==> config.mk <==
export PLATFORM = sky130hd
export DESIGN_NAME = lsu_mem_initiator_flat
export DESIGN_NICKNAME = d
export VERILOG_FILES = /design/src/rtl/lsu_mem_initiator_if.sv /design/src/rtl/lsu_mem_initiator.sv /design/src/flat_wrapper.sv
export SDC_FILE = /design/constraint.sdc
export NUM_CORES = 1
export LEC_CHECK = 0
export CORE_ASPECT_RATIO = 2
export CORE_MARGIN = 10
export CORE_UTILIZATION = 38
export DETAILED_ROUTE_END_ITERATION = 8
export GPL_TIMING_DRIVEN = 0
export PLACE_DENSITY = 0.73
export SLEW_MARGIN = 5
export SYNTH_ARGS = -nofsm -noshare
export SYNTH_HDL_FRONTEND = slang
export SYNTH_SLANG_ARGS = --single-unit
==> constraint.sdc <==
create_clock -name clk_o -period 5.5 [get_ports clk_o]
set_clock_uncertainty 0.05 [all_clocks]
set_input_delay 1.1 -clock clk_o [delete_from_list [all_inputs] [get_ports clk_o]]
set_output_delay 1.1 -clock clk_o [all_outputs]
set_load 0.05 [all_outputs]
==> src/rtl/lsu_mem_initiator_if.sv <==
// Request/response and data-memory signal bundle for the load/store initiator.
// The master modport is the initiator's own view; slave is the requester/memory side.
interface lsu_mem_initiator_if #(
    parameter int unsigned ADDR_W = 32
);
    logic              req_valid;
    logic              req_ready;
    logic              is_load;
    logic              is_store;
    logic [2:0]        funct3;
    logic [31:0]       addr;
    logic [31:0]       wdata;
    logic              resp_valid;
    logic              resp_err;
    logic [31:0]       rdata;
    logic [ADDR_W-1:0] addrL_LSU;
    logic [ADDR_W-1:0] addrS_LSU;
    logic [31:0]       store;
    logic [3:0]        mask;
    logic              wr_E;
    logic              cs_E;
    logic              Data_Memory_on;
    logic [31:0]       data_rd;

    modport master (
        input  req_valid, is_load, is_store, funct3, addr, wdata, data_rd,
        output req_ready, resp_valid, resp_err, rdata,
        output addrL_LSU, addrS_LSU, store, mask, wr_E, cs_E, Data_Memory_on
    );

    modport slave (
        output req_valid, is_load, is_store, funct3, addr, wdata, data_rd,
        input  req_ready, resp_valid, resp_err, rdata,
        input  addrL_LSU, addrS_LSU, store, mask, wr_E, cs_E, Data_Memory_on
    );
endinterface

==> src/rtl/lsu_mem_initiator.sv <==
// RV32 load/store to word-memory initiator with lane alignment and load extension.
// Define LSU_MISALIGN_SPLIT_EN to split word-crossing accesses into two word accesses.
module lsu_mem_initiator #(
    parameter int unsigned MEM_WORDS = 256,
    parameter int unsigned ADDR_W    = 32
) (
    input logic                 clk_o,
    input logic                 reset,
    lsu_mem_initiator_if.master bus
);

    typedef enum logic [1:0] {
        StIdle = 2'd0,
        StAcc1 = 2'd1,
`ifdef LSU_MISALIGN_SPLIT_EN
        StAcc2 = 2'd2,
`endif
        StResp = 2'd3
    } state_e;

    state_e state_q, state_d;

    logic        handshake;
    logic [1:0]  in_o;
    logic [29:0] in_w;
    logic [2:0]  in_n;
    logic        in_cross, in_op_ok, in_f3_ok, in_range_ok, in_err;

    logic        is_store_q, err_q;
    logic [2:0]  f3_q;
    logic [1:0]  o_q;
    logic [31:0] lo_q;
    logic [31:0] shifted, rdata_ext;

    logic              cs_q, cs_d, wr_q, wr_d, on_q, on_d;
    logic [3:0]        mask_q, mask_d;
    logic [31:0]       store_q, store_d;
    logic [ADDR_W-1:0] addr_q, addr_d;

    logic [31:0] src_wdata;
    logic [1:0]  src_o;
    logic [1:0]  src_size;
    logic [3:0]  nmask;

`ifdef LSU_MISALIGN_SPLIT_EN
    logic        cross_q;
    logic [29:0] w_q;
    logic [31:0] wdata_q, hi_q;
    logic [63:0] s_full;
    logic [7:0]  m_full;
`else
    logic [31:0] s_lo;
    logic [3:0]  m_lo;
`endif

    // Request decode, only meaningful while idle
    always_comb begin
        in_o = bus.addr[1:0];
        in_w = bus.addr[31:2];
        case (bus.funct3[1:0])
            2'b00:   in_n = 3'd1;
            2'b01:   in_n = 3'd2;
            default: in_n = 3'd4;
        endcase
        in_cross = (3'(in_o) + in_n) > 3'd4;
        in_op_ok = bus.is_load ^ bus.is_store;
        if (bus.is_store) in_f3_ok = bus.funct3 inside {3'b000, 3'b001, 3'b010};
        else              in_f3_ok = bus.funct3 inside {3'b000, 3'b001, 3'b010, 3'b100, 3'b101};
        in_range_ok = (32'(in_w) < MEM_WORDS) &&
                      (!in_cross || (32'(in_w) + 32'd1 < MEM_WORDS));
`ifdef LSU_MISALIGN_SPLIT_EN
        in_err = !in_op_ok || !in_f3_ok || !in_range_ok;
`else
        in_err = !in_op_ok || !in_f3_ok || !in_range_ok || in_cross;
`endif
    end

    assign handshake = bus.req_valid && (state_q == StIdle);

    always_ff @(posedge clk_o or negedge reset) begin
        if (!reset) state_q <= StIdle;
        else        state_q <= state_d;
    end

    always_comb begin
        state_d = state_q;
        unique case (state_q)
            StIdle: if (handshake) state_d = in_err ? StResp : StAcc1;
`ifdef LSU_MISALIGN_SPLIT_EN
            StAcc1: state_d = cross_q ? StAcc2 : StResp;
            StAcc2: state_d = StResp;
`else
            StAcc1: state_d = StResp;
`endif
            StResp: state_d = StIdle;
            default: state_d = StIdle;
        endcase
    end

    always_comb begin
        bus.req_ready  = (state_q == StIdle);
        bus.resp_valid = (state_q == StResp);
        bus.resp_err   = (state_q == StResp) && err_q;
        bus.rdata      = (state_q == StResp && !err_q && !is_store_q) ? rdata_ext : 32'h0;
    end

    // Lane data for the access about to be issued: request inputs in idle, latched otherwise
    always_comb begin
`ifdef LSU_MISALIGN_SPLIT_EN
        src_wdata = (state_q == StIdle) ? bus.wdata : wdata_q;
        src_o     = (state_q == StIdle) ? in_o : o_q;
        src_size  = (state_q == StIdle) ? bus.funct3[1:0] : f3_q[1:0];
`else
        src_wdata = bus.wdata;
        src_o     = in_o;
        src_size  = bus.funct3[1:0];
`endif
        case (src_size)
            2'b00:   nmask = 4'b0001;
            2'b01:   nmask = 4'b0011;
            default: nmask = 4'b1111;
        endcase
`ifdef LSU_MISALIGN_SPLIT_EN
        s_full = {32'h0, src_wdata} << {src_o, 3'b000};
        m_full = {4'h0, nmask} << src_o;
`else
        s_lo = src_wdata << {src_o, 3'b000};
        m_lo = nmask << src_o;
`endif
    end

    always_comb begin
        cs_d    = 1'b1;
        wr_d    = 1'b0;
        on_d    = 1'b0;
        mask_d  = 4'h0;
        store_d = store_q;
        addr_d  = addr_q;
        if (handshake && !in_err) begin
            cs_d   = 1'b0;
            on_d   = 1'b1;
            wr_d   = bus.is_store;
            addr_d = ADDR_W'(in_w);
`ifdef LSU_MISALIGN_SPLIT_EN
            store_d = s_full[31:0];
            mask_d  = bus.is_store ? m_full[3:0] : 4'h0;
`else
            store_d = s_lo;
            mask_d  = bus.is_store ? m_lo : 4'h0;
`endif
        end
`ifdef LSU_MISALIGN_SPLIT_EN
        else if (state_q == StAcc1 && cross_q) begin
            cs_d    = 1'b0;
            on_d    = 1'b1;
            wr_d    = is_store_q;
            addr_d  = ADDR_W'(w_q + 30'd1);
            store_d = s_full[63:32];
            mask_d  = is_store_q ? m_full[7:4] : 4'h0;
        end
`endif
    end

    always_ff @(posedge clk_o or negedge reset) begin
        if (!reset) begin
            cs_q       <= 1'b1;
            wr_q       <= 1'b0;
            on_q       <= 1'b0;
            mask_q     <= 4'h0;
            store_q    <= 32'h0;
            addr_q     <= '0;
            is_store_q <= 1'b0;
            err_q      <= 1'b0;
            f3_q       <= 3'b000;
            o_q        <= 2'b00;
            lo_q       <= 32'h0;
`ifdef LSU_MISALIGN_SPLIT_EN
            cross_q    <= 1'b0;
            w_q        <= 30'h0;
            wdata_q    <= 32'h0;
            hi_q       <= 32'h0;
`endif
        end else begin
            cs_q    <= cs_d;
            wr_q    <= wr_d;
            on_q    <= on_d;
            mask_q  <= mask_d;
            store_q <= store_d;
            addr_q  <= addr_d;
            if (handshake) begin
                is_store_q <= bus.is_store;
                err_q      <= in_err;
                f3_q       <= bus.funct3;
                o_q        <= in_o;
`ifdef LSU_MISALIGN_SPLIT_EN
                cross_q    <= in_cross;
                w_q        <= in_w;
                wdata_q    <= bus.wdata;
                hi_q       <= 32'h0;
`endif
            end
            if (state_q == StAcc1 && !is_store_q) lo_q <= bus.data_rd;
`ifdef LSU_MISALIGN_SPLIT_EN
            if (state_q == StAcc2 && !is_store_q) hi_q <= bus.data_rd;
`endif
        end
    end

    always_comb begin
`ifdef LSU_MISALIGN_SPLIT_EN
        shifted = 32'({hi_q, lo_q} >> {o_q, 3'b000});
`else
        shifted = lo_q >> {o_q, 3'b000};
`endif
        case (f3_q)
            3'b000:  rdata_ext = {{24{shifted[7]}}, shifted[7:0]};
            3'b001:  rdata_ext = {{16{shifted[15]}}, shifted[15:0]};
            3'b010:  rdata_ext = shifted;
            3'b100:  rdata_ext = {24'h0, shifted[7:0]};
            3'b101:  rdata_ext = {16'h0, shifted[15:0]};
            default: rdata_ext = 32'h0;
        endcase
    end

    assign bus.cs_E           = cs_q;
    assign bus.wr_E           = wr_q;
    assign bus.Data_Memory_on = on_q;
    assign bus.mask           = mask_q;
    assign bus.store          = store_q;
    assign bus.addrL_LSU      = addr_q;
    assign bus.addrS_LSU      = addr_q;

endmodule

==> src/flat_wrapper.sv <==
// flat-port wrapper written by rule: the top's interface ports become plain ports
module lsu_mem_initiator_flat 
#(
    parameter int unsigned MEM_WORDS = 256,
    parameter int unsigned ADDR_W    = 32
)
  (clk_o, reset, bus_req_valid, bus_is_load, bus_is_store, bus_funct3, bus_addr, bus_wdata, bus_data_rd, bus_req_ready, bus_resp_valid, bus_resp_err, bus_rdata, bus_addrL_LSU, bus_addrS_LSU, bus_store, bus_mask, bus_wr_E, bus_cs_E, bus_Data_Memory_on);
  lsu_mem_initiator_if #(.ADDR_W(ADDR_W)) bus_i ();
  input logic clk_o;
  input logic reset;
  input wire logic [$bits(bus_i.req_valid)-1:0] bus_req_valid;
  input wire logic [$bits(bus_i.is_load)-1:0] bus_is_load;
  input wire logic [$bits(bus_i.is_store)-1:0] bus_is_store;
  input wire logic [$bits(bus_i.funct3)-1:0] bus_funct3;
  input wire logic [$bits(bus_i.addr)-1:0] bus_addr;
  input wire logic [$bits(bus_i.wdata)-1:0] bus_wdata;
  input wire logic [$bits(bus_i.data_rd)-1:0] bus_data_rd;
  output wire logic [$bits(bus_i.req_ready)-1:0] bus_req_ready;
  output wire logic [$bits(bus_i.resp_valid)-1:0] bus_resp_valid;
  output wire logic [$bits(bus_i.resp_err)-1:0] bus_resp_err;
  output wire logic [$bits(bus_i.rdata)-1:0] bus_rdata;
  output wire logic [$bits(bus_i.addrL_LSU)-1:0] bus_addrL_LSU;
  output wire logic [$bits(bus_i.addrS_LSU)-1:0] bus_addrS_LSU;
  output wire logic [$bits(bus_i.store)-1:0] bus_store;
  output wire logic [$bits(bus_i.mask)-1:0] bus_mask;
  output wire logic [$bits(bus_i.wr_E)-1:0] bus_wr_E;
  output wire logic [$bits(bus_i.cs_E)-1:0] bus_cs_E;
  output wire logic [$bits(bus_i.Data_Memory_on)-1:0] bus_Data_Memory_on;
  assign bus_i.req_valid = bus_req_valid;
  assign bus_i.is_load = bus_is_load;
  assign bus_i.is_store = bus_is_store;
  assign bus_i.funct3 = bus_funct3;
  assign bus_i.addr = bus_addr;
  assign bus_i.wdata = bus_wdata;
  assign bus_i.data_rd = bus_data_rd;
  assign bus_req_ready = bus_i.req_ready;
  assign bus_resp_valid = bus_i.resp_valid;
  assign bus_resp_err = bus_i.resp_err;
  assign bus_rdata = bus_i.rdata;
  assign bus_addrL_LSU = bus_i.addrL_LSU;
  assign bus_addrS_LSU = bus_i.addrS_LSU;
  assign bus_store = bus_i.store;
  assign bus_mask = bus_i.mask;
  assign bus_wr_E = bus_i.wr_E;
  assign bus_cs_E = bus_i.cs_E;
  assign bus_Data_Memory_on = bus_i.Data_Memory_on;
  lsu_mem_initiator #(.MEM_WORDS(MEM_WORDS), .ADDR_W(ADDR_W)) u_core (.clk_o(clk_o), .reset(reset), .bus(bus_i));
endmodule
==> results of run 1 <==
power breakdown:
part	internal, mW	switching, mW	leakage [nW]
clock	0.337	0.305	0.146
combinational	0.458	0.559	2.18
sequential	0.959	0.142	1.40
total	1.75	1.01	3.73
critical path, stage by stage, from the launching register on:
cell and delay, ps:
dfrtp_1 360, clkbuf_1 180, nor4b_2 790, and2_0 210, clkbuf_1 310, nand2_1 100, a21oi_1 180, clkdlybuf4s50_1 840
stage by stage:
step	utilization, %	setup TNS [ps]	setup WS, ps	cells
final	58.36	0	1032	980
after floorplan	-	0	1677	533
after CTS	58.36	0	1060	980
after global routing	58.36	0	870.3	980
after global placement	56.20	-79270	-738.3	963
after detailed placement	56.37	0	847.5	964
registers in the layout (all words and copies together) (netlist names):
signal,cells
u_core.is_store_q,1
u_core.err_q,1
u_core.f3_q,3
u_core.bus.wr_E,1
u_core.bus.Data_Memory_on,1
u_core.bus.store,32
u_core.state_q,2
u_core.bus.cs_E,1
u_core.bus.mask,4
u_core.bus.addrL_LSU,30
u_core.lo_q,32
u_core.o_q,2
cells by family after synthesis:
logic type | share of synthesized area, %
mux | 20.70
xor+xnor | 0.1543
flops | 48.51
compound gates | 9.147
buf+inv | 8.067
fa+ha+maj | 0.5730
simple gates | 12.78
other cells | 0.06606
path summary, 6_finish.rpt:
kind / from / slack, ps / to / depth (start not counted)
max: u_core.o_q[1] / 1030 / bus_rdata[31] / 7
min: u_core.bus.store[14] / 440 / u_core.bus.store[14] / 1
max reg2reg: u_core.state_q[0] / 3200 / u_core.bus.addrL_LSU[6] / 5
min reg2reg: u_core.bus.store[14] / 440 / u_core.bus.store[14] / 1
max in group asynchronous: reset / 3890 / u_core.bus.cs_E / 2
min in group asynchronous: reset / 710 / u_core.lo_q[26] / 1
routing by layer:
| layer | part of all wire [%] | global-route usage (%) | up-vias |
|---|---|---|---|
| li1 | - | - | 2296 |
| met1 | 34 | 17.66 | 2389 |
| met2 | 54 | 36.23 | 264 |
| met3 | 7.3 | 5.385 | 67 |
| met4 | 4.9 | 10.99 | 0 |
| met5 | 0 | 0 | - |
final cells by class:
type	instances	area, µm²	share of cell area, %
Sequential cell	110	2754	32.01
Multi-Input combinational cell	343	2476	28.79
Timing Repair Buffer	236	2377	27.64
Buffer	67	409.1	4.756
Clock buffer	11	252.7	2.938
Tap cell	195	244.0	2.836
Inverter	13	48.80	0.5673
Clock inverter	5	40.04	0.4655
synth_stat cells, types with 2 or more instances:
| library cell | instances |
|---|---|
| a211oi_1 | 24 |
| a21oi_1 | 34 |
| and2_1 | 2 |
| buf_1 | 2 |
| buf_2 | 3 |
| buf_4 | 35 |
| buf_6 | 3 |
| clkbuf_1 | 24 |
| dfrtp_1 | 109 |
| inv_1 | 13 |
| mux2_1 | 29 |
| mux2_2 | 46 |
| mux2i_1 | 33 |
| nand2_1 | 62 |
| nand2b_1 | 2 |
| nand3_1 | 2 |
| nor2_1 | 20 |
| nor2b_1 | 39 |
| nor4_1 | 7 |
| o21ai_0 | 11 |
| o22ai_1 | 8 |
| or4_1 | 2 |
==> parameters.txt, run 1 <==
Parameter                              Value

Status
  Run status ... complete, no violations

Layout
  Number of nets at the end of the flow ... 886
  Most used cells in the layout excluding fill and tap cells ... 234 x clkdlybuf4s50_1, 109 x dfrtp_1, 62 x nand2_1
  Area growth from synthesis to layout ... 51.53%
  Cell area after layout ... 0.008602 mm²
  Number of filler cells placed in the layout ... 1256
  Most common cell after layout, fill and taps aside ... clkdlybuf4s50_1
  Diodes inserted ... 0
  Ratio of cells with drive above 1 in the final layout ... 13.89%

Critical path
  Crit Path Class ... reg -> out
  WP data arrival ... 3320 ps
  Required time at the endpoint of the critical path ... 4350 ps
  Critical path endpoint category ... output port
  CP max FO ... 9
  Startpoint types ... flop

Synthesis
  Synth Cell Area ... 0.005677 mm²
  Post-synth EDFFs ... 0
  Count of state elements after synthesis ... 110
  Ys Warns ... 0
  Main area contributors after synthesis ... dfrtp_1 48%, mux2_2 9.1%, mux2i_1 5.8%
  Fraction of registers with async set or reset after synthesis ... 100.0%
  Number of different library cells in the post-synthesis netlist ... 42
  Area share of the largest cell type after synthesis ... 48.05%
  Largest area contributor in the netlist ... dfrtp_1
  Most instantiated flip-flop cell in the synthesis netlist ... dfrtp_1
  Seq/Total Area, Yosys ... 48.51%
  Average footprint of a synthesized cell ... 10.71 µm²
  Count of mapped cells out of synthesis ... 530

Global routing
  First-pass GRT wire length ... 30.67 mm
  Largest net degree at the start of global routing ... 65
  Total congestion overflow after global routing ... 0
  Number of antenna violations at the first check in global routing ... 0
  Via count of the first global-routing pass ... 5555
  GRT Resource Usage Total ... 19.15%

Floorplan
  Initial Utilization ... 38.51%
  I/O pin count ... 242
  Die outline height ... 192.9 µm
  Floorplan Core Area ... 0.01474 mm²
  Floorplan die area ... 0.02052 mm²
  Die boundary width ... 106.4 µm
  Placement Rows ... 63

Detailed routing
  Vias per cell ... 5.118
  Antenna violation net count after detailed routing ... 0
  First drt pass iteration count ... 4
  Number of design-rule violations left by the first detailed-router iteration ... 157
  WL/cell ... 20.71 µm
  DRC violations left ... 0
  Routed via count ... 5016
  Total Wirelength ... 20.30 mm

Worst hold path
  Class of the worst hold path ... reg -> reg

CTS
  Post-CTS Setup Repair Bufs ... 0
  Num Clock Sinks ... 110
  TritonCTS Buffers ... 9
  Post-CTS Hold Buffers ... 0
  Clock root buffer master ... clkbuf_16
  CTS tree ... done
  Number of gates resized after CTS ... 0
  CTS HTree Levels ... 3
  Clock-pin slew of the registers on the worst-case setup and hold paths ... 70 ps
  Buffer depth of the longest clock path ... 2
  Clock insertion delay at the later pin of the skew report ... 340 ps

STA
  Shortest period the worst path allows ... 4468 ps
  WHS ... 439.9 ps
  Hold violation count in the final report ... 0
  Worst-Margin Slew ... 860.7 ps
  Top achievable clock speed ... 223.8 MHz
  Slew Viols, Final ... 0
  Worst rel slew slack ... 42.47%
  Setup repair after global routing missed its margin ... false
  Final setup violation count ... 0
  Post-route clock period utilization ... 81.23%

Power
  Total Power ... 2.760 mW
  Largest voltage drop on the vdd net ... 0.1547 mV
  Static leakage ... 3.729 nW
  Pwr Density ... 320.9 mW/mm²

Placed design
  Sum of net half-perimeters after detailed placement ... 16.61 mm
  Number of buffer cells added on primary ports ... 235
  Post-place instance area ... 0.008309 mm²
  Weighted congestion at the end of routability-driven global placement ... 1.013

Flow run
  Max capacitance violation total ... 0
Power figures use the tool's default switching activity.
==> inputs of run 2 (changes only) <==
--- a/config.mk
+++ b/config.mk
@@ -10,7 +10,7 @@
 export CORE_UTILIZATION = 38
 export DETAILED_ROUTE_END_ITERATION = 8
 export GPL_TIMING_DRIVEN = 0
-export PLACE_DENSITY = 0.73
+export PLACE_DENSITY = 0.76
 export SLEW_MARGIN = 5
 export SYNTH_ARGS = -nofsm -noshare
 export SYNTH_HDL_FRONTEND = slang
==> constraint.sdc (replaced) <==
create_clock -name clk_o -period 4.05 [get_ports clk_o]
set_clock_uncertainty 0.05 [all_clocks]
set_input_delay 0.81 -clock clk_o [delete_from_list [all_inputs] [get_ports clk_o]]
set_output_delay 0.81 -clock clk_o [all_outputs]
set_load 0.05 [all_outputs]
==> parameters.txt, run 2 (same netlist as run 1, synthesis figures left out) <==
Parameter                              Value

Status
  Run status ... complete, no violations

CTS
  Post-CTS Hold Buffers ... 0 (unchanged)
  CTS tree ... done
  Clock insertion delay at the later pin of the skew report ... 340 ps (about the same)
  CTS HTree Levels ... 3 (unchanged)
  Clock-pin slew of the registers on the worst-case setup and hold paths ... 70 ps (about the same)
  Clock root buffer master ... clkbuf_16
  TritonCTS Buffers ... 9 (unchanged)
  Buffer depth of the longest clock path ... 2 (unchanged)
  Num Clock Sinks ... 110 (unchanged)

Placed design
  Sum of net half-perimeters after detailed placement ... 16.42 mm (-1.2%)
  Placement Setup Slack ... -298.3 ps (-1146 ps)
  Weighted congestion at the end of routability-driven global placement ... 0.9874 (-2.6%)
  Post-place instance area ... 0.008309 mm² (unchanged)
  Number of buffer cells added on primary ports ... 235 (unchanged)

Layout
  Total area of multi-input combinational cells ... 0.002485 mm² (+0.35%)
  Most used cells in the layout excluding fill and tap cells ... 224 x clkdlybuf4s50_1, 109 x dfrtp_1, 62 x nand2_1
  Final Util ... 58.85% (+0.49 points)
  Area growth from synthesis to layout ... 52.81%
  Diodes inserted ... 0 (unchanged)
  Number of nets at the end of the flow ... 888 (+0.23%)
  Number of filler cells placed in the layout ... 1265 (+0.72%)
  Most common cell after layout, fill and taps aside ... clkdlybuf4s50_1
  Reg area ... 0.002754 mm² (unchanged)
  Cell area after layout ... 0.008675 mm² (+0.84%)
  Ratio of cells with drive above 1 in the final layout ... 14.36% (+0.47 points)

Floorplan
  I/O pin count ... 242 (unchanged)
  Initial Utilization ... 38.51% (unchanged)
  Die outline height ... 192.9 µm (unchanged)
  Floorplan die area ... 0.02052 mm² (unchanged)
  Placement Rows ... 63 (unchanged)
  Die boundary width ... 106.4 µm (unchanged)
  Floorplan Core Area ... 0.01474 mm² (unchanged)

STA
  Worst rel slew slack ... 48.11% (+5.6 points)
  Final setup violation count ... 0 (unchanged)
  Worst-Margin Slew ... 775.4 ps (-85.26 ps)
  Setup repair after global routing missed its margin ... false
  Slew Viols, Final ... 0 (unchanged)
  Top achievable clock speed ... 252.3 MHz
  Hold violation count in the final report ... 0 (unchanged)
  Setup slack after layout ... 86.86 ps (-945.3 ps)
  TNS Setup ... 0 ps (unchanged)
  Shortest period the worst path allows ... 3963 ps
  WHS ... 406.1 ps (-33.82 ps)
  Post-route clock period utilization ... 97.86%

Critical path
  Reg-to-reg endpoint ... u_core.lo_q[12]
  Depth of the worst register-to-register path ... 3 (-2)
  R2R setup slack ... 1810 ps (-1390 ps)
  Critical Path Source ... u_core.f3_q[0]
  Crit Path Class ... reg -> out
  WP data arrival ... 3100 ps (-220 ps)
  Origin of the critical flop-to-flop path ... u_core.state_q[0]
  Required time at the endpoint of the critical path ... 3190 ps (-1160 ps)
  Startpoint types ... flop
  CP max FO ... 9 (unchanged)
  Critical path endpoint category ... output port
  Crit path to ... bus_rdata[31]

Power
  Static leakage ... 3.942 nW (+5.7%)
  Switching part of the total ... 35.89% (-0.57 points)
  NetSw ... 1.364 mW (+36%)
  Share of power burned in the clock network ... 24.3% (+1.0 points)
  Combinational share of power ... 36.0% (-0.8 points)
  Largest voltage drop on the vdd net ... 0.2116 mV (+37%)
  Pwr Density ... 438.2 mW/mm² (+37%)
  Cell internal power dissipation ... 2.437 mW (+39%)
  Relative contribution of sequential cells to total power ... 39.7% (-0.2 points)

Worst hold path
  Class of the worst hold path ... in -> async

Global routing
  Total congestion overflow after global routing ... 0 (unchanged)
  Via count of the first global-routing pass ... 5547 (-0.14%)
  Largest net degree at the start of global routing ... 71 (+9.2%)
  GRT Resource Usage Total ... 19.31% (+0.16 points)
  Number of antenna violations at the first check in global routing ... 0 (unchanged)
  First-pass GRT wire length ... 30.94 mm (+0.88%)

Detailed routing
  First drt pass iteration count ... 4 (unchanged)
  Routed via count ... 5034 (+0.36%)
  Routed met1 length ... 6.819 mm (-0.53%)
  DRC violations left ... 0 (unchanged)
  Total met2 wirelength after detailed routing ... 10.81 mm (-1.3%)
  Antenna violation net count after detailed routing ... 0 (unchanged)
  WL/cell ... 20.46 µm (-1.2%)
  Total Wirelength ... 20.09 mm (-1.0%)
  Max Used Layer ... met4
  Number of design-rule violations left by the first detailed-router iteration ... 181 (+15%)
  Sum of met3 wire segment lengths after detailed routing ... 1.570 mm (+5.7%)
  Vias per cell ... 5.126 (+0.15%)

Flow run
  Max capacitance violation total ... 0 (unchanged)
==> run 2: changes by cell type in the layout (fill, tap and decap cells not counted), moves of 2 or more <==
cell / delta
dlymetal6s2s_1: +10
clkbuf_2: +2
clkdlybuf4s50_1: -10
buf_4: +2
clkbuf_1: -2
==> run 2: cell type report <==
cell class	instances	area share [%]
Clock buffer	10	2.755
Sequential cell	110	31.75
Tap cell	195	2.813
Inverter	13	0.5625
Clock inverter	6	0.8654
Timing Repair Buffer	238	27.87
Buffer	67	4.745
Multi-Input combinational cell	343	28.65
==> run 2: power groups by stage <==
| stage | sequential (mW) | combinational [mW] | clock [mW] |
|---|---|---|---|
| global route | 1.53 | 1.48 | 0.988 |
| global placement | 1.52 | 1.30 | 0 |
| detailed placement | 1.52 | 1.34 | 0 |
| finish | 1.51 | 1.37 | 0.922 |
| floorplan | 1.44 | 0.944 | 0 |
| CTS | 1.50 | 1.36 | 0.949 |
==> run 2: worst min path at each step <==
stage / start / endpoint / slack, ps / depth (start not counted)
after floorplan: u_core.is_store_q / u_core.is_store_q / 420 / 2
after global placement: u_core.bus.store[10] / u_core.bus.store[10] / 420 / 1
after detailed placement: u_core.bus.store[20] / u_core.bus.store[20] / 420 / 1
after CTS: reset / u_core.lo_q[30] / 410 / 1
after global routing: reset / u_core.lo_q[14] / 440 / 1
final: reset / u_core.lo_q[12] / 410 / 1
==> run 2: worst max-delay path, stage by stage, from the launching register on <==
cell and delay (ps):
dfrtp_1 370, clkbuf_1 220, nor4b_4 540, and2_0 190, clkbuf_1 300, nand2_1 110
a21oi_1 170, clkdlybuf4s50_1 850
==> run 2: per-layer routing <==
layer | vias up | track usage [%]
met5 | - | 0
met4 | 0 | 9.372
met3 | 54 | 6.154
met2 | 260 | 36.09
met1 | 2412 | 18.41
li1 | 2308 | -
==> run 2: what timing repair did <==
item / 4_1_cts / 5_1_grt
pin swaps: 0 / 1
resized for setup: 2 / 12
setup endpoints to repair: 8 / 49
buffers inserted: 0 / 2
==> run 2: stage by stage <==
step / cells / power, mW
floorplan: 533 / 2.380
global placement: 963 / 2.817
detailed placement: 964 / 2.869
CTS: 980 / 3.812
global route: 982 / 3.994
finish: 982 / 3.801
==> RTL change (flow settings as in run 2) <==
`ADDR_W` is set to 32 in 3 places; all go to 64.
--- a/src/rtl/lsu_mem_initiator_if.sv
+++ b/src/rtl/lsu_mem_initiator_if.sv
@@ -2,5 +2,5 @@
 // The master modport is the initiator's own view; slave is the requester/memory side.
 interface lsu_mem_initiator_if #(
-    parameter int unsigned ADDR_W = 32
+    parameter int unsigned ADDR_W = 64
 );
     logic              req_valid;
--- a/src/rtl/lsu_mem_initiator.sv
+++ b/src/rtl/lsu_mem_initiator.sv
@@ -3,5 +3,5 @@
 module lsu_mem_initiator #(
     parameter int unsigned MEM_WORDS = 256,
-    parameter int unsigned ADDR_W    = 32
+    parameter int unsigned ADDR_W    = 64
 ) (
     input logic                 clk_o,
--- a/src/flat_wrapper.sv
+++ b/src/flat_wrapper.sv
@@ -3,5 +3,5 @@
 #(
     parameter int unsigned MEM_WORDS = 256,
-    parameter int unsigned ADDR_W    = 32
+    parameter int unsigned ADDR_W    = 64
 )
   (clk_o, reset, bus_req_valid, bus_is_load, bus_is_store, bus_funct3, bus_addr, bus_wdata, bus_data_rd, bus_req_ready, bus_resp_valid, bus_resp_err, bus_rdata, bus_addrL_LSU, bus_addrS_LSU, bus_store, bus_mask, bus_wr_E, bus_cs_E, bus_Data_Memory_on);
Interface: changed (resized bus_addrL_LSU and bus_addrS_LSU); port bits go from 242 to 306. The function was not compared with the original's and may differ.
==> RTL change against run 2 <==
Routed wire length is 8.5% higher; clock power down 3.7%; largest power group is now combinational cells; sequential cell count is the same; maximum frequency up 1.9%; worst setup slack gained 0.075 ns; global-route usage fell by 0.070 points; total power is 3.3% higher; cell area grew 7.9%; sequential power about the same; area after synthesis rose by 8.5%.
==> RTL change: results (changes against run 2) <==
| Metric | Value |
|---|---|
| Status | finished, final reports clean (unchanged) |
| WL per Instance | 19.6 µm (was 20.5 µm) |
| Nets@finish | 1014 (was 888) |
| TritonRoute pass-1 iters | 4 (unchanged) |
| Most used DFF post-synth | dfrtp_1 (unchanged) |
| Fraction of registers with async set/reset | 100% (unchanged) |
| Lkg Pwr | 4.45 nW (was 3.94 nW) |
| Count of maximum capacitance violations | 0 (unchanged) |
| CP Max Fanout | 10 (was 9) |
| Layout cells sized above 1 | 19.2% (was 14.4%) |
| CTS Buf Count | 9 (unchanged) |
| DP HPWL | 18100 µm (was 16400 µm) |
| Clock buffer depth | 2 (unchanged) |
| Synth unique cells | 42 (unchanged) |
| Synth area leaders | dfrtp_1 44%, buf_4 12%, mux2_2 8.4% (was dfrtp_1 48%, mux2_2 9.1%, mux2i_1 5.8%) |
| Post-Place Cell Area | 9040 µm² (was 8310 µm²) |
| Root buf cell | clkbuf_16 (unchanged) |
| CTS clk-pin slew, worst paths | 0.08 ns |
| Number of antenna diodes | 0 (unchanged) |
| Pin count of the biggest net entering global routing | 57 (was 71) |
| CTS H-Tree Depth | 3 (unchanged) |
| Clock Latency Late Sink | 0.34 ns (about the same) |
| Number of global-route vias before repair | 5747 (was 5547) |
| Syn. warnings | 0 (unchanged) |
| Initial antenna violation count | 1 (was 0) |
| Post-synthesis sequential area ratio | 44.7% (was 48.5%) |
| Hold Crit Class | primary input to async pin (unchanged) |
| GRT Total Usage | 19.2% (was 19.3%) |
| Postcts setup bufs | 0 (unchanged) |
| Placer Congestion | 0.883 (was 0.987) |
| First-pass GRT wire length | 32300 µm (was 30900 µm) |
| Max incr delay on CP | 0.85 ns (about the same) |
| P_int | 2.41 mW (was 2.44 mW) |
| Commonest cells post-synth | 109 x dfrtp_1, 99 x buf_4, 62 x nand2_1 (was 109 x dfrtp_1, 62 x nand2_1, 46 x mux2_2) |
| Worst VDD drop | 0.225 mV (was 0.212 mV) |
| Number of I/O port buffers | 235 (unchanged) |
| Slowest-stage cell, CP | clkdlybuf4s50_1 (unchanged) |
| Starting DRC count in detailed routing | 121 (was 181) |
| Vias | 5336 (was 5034) |
| Data arrival, critical path | 3.03 ns (was 3.10 ns) |
| Slew margin rel. | 46.9% (was 48.1%) |
[RTL change: cell types whose count changed after synthesis, sizes merged]
cell | before | now
buf | 43 | 107
[RTL change: cell families after synthesis]
group	Yosys count	share of synthesized area (%)
DFF	110	44.7
AOI/OAI and AO/OA	84	8.43
muxes	108	19.1
buffers and inverters	144	15.2
and+or+nand+nor	144	11.8
adders and majority gates	2	0.528
xor gates and xnor gates	1	0.142
other	1	0.0609
[RTL change: area by class of cell]
type	count	area, µm²
fillers	1448	6490
clock buffers	9	225
well taps	201	251
multi-input cells	407	2730
clock inverters	7	75.1
plain buffers	131	892
inverters	13	48.8
repair buffers	236	2390
flip-flops and latches	110	2750
[RTL change: layer usage]
| metal | global-route usage (%) | up-vias | part of all wire [%] |
|---|---|---|---|
| li1 | - | 2496 | - |
| met1 | 17.6 | 2517 | 32 |
| met2 | 35.7 | 272 | 54 |
| met3 | 6.30 | 49 | 10 |
| met4 | 10.3 | 2 | 4.8 |
| met5 | 0 | - | 0.092 |
[RTL change: worst paths after layout]
| path | start | end | slack [ns] | cells past startpoint |
|---|---|---|---|---|
| setup / recovery | u_core.o_q[1] | bus_rdata[5] | 0.16 | 6 |
| hold / removal | reset | u_core.lo_q[11] | 0.37 | 1 |
| setup reg to reg | u_core.state_q[0] | u_core.bus.store[16] | 1.81 | 5 |
| hold reg to reg | u_core.bus.store[16] | u_core.bus.store[16] | 0.44 | 1 |
| max in group asynchronous | reset | u_core.bus.cs_E | 2.90 | 2 |
| min in group clk_o | u_core.bus.store[16] | u_core.bus.store[16] | 0.44 | 1 |
[RTL change: per-stage QoR]
step                      utilization [%]  total power [mW]  cells  worst slack, ns
after detailed placement             57.0              3.04   1098           -0.246
final                                59.0              3.93   1114            0.162
after floorplan                         -              2.56    661            0.517
after CTS                            58.9              3.95   1114          0.00291
after global placement               56.8              3.00   1097            -2.25
after global routing                 59.0              4.15   1114           0.0572
[RTL change: critical path: cells and delay by family (launching register included)]
family,cells,cell delay [ns]
DFF,1,0.32
buffers and inverters,4,1.98
AOI/OAI and AO/OA,2,0.39
[RTL change: power groups by stage]
stage / registers (mW) / logic [mW] / clock network (mW)
detailed placement: 1.52 / 1.52 / 0
floorplan: 1.44 / 1.12 / 0
finish: 1.51 / 1.53 / 0.888
global placement: 1.51 / 1.49 / 0
global route: 1.53 / 1.66 / 0.961
CTS: 1.50 / 1.53 / 0.915
[RTL change: repair_timing]
action | 4_1_cts | 5_1_grt
pin swaps | 0 | 0
gates resized for setup | 7 | 9
cloned | 0 | 0
endpoints found under the hold margin | 0 | 0
endpoints found under the setup margin | 9 | 44
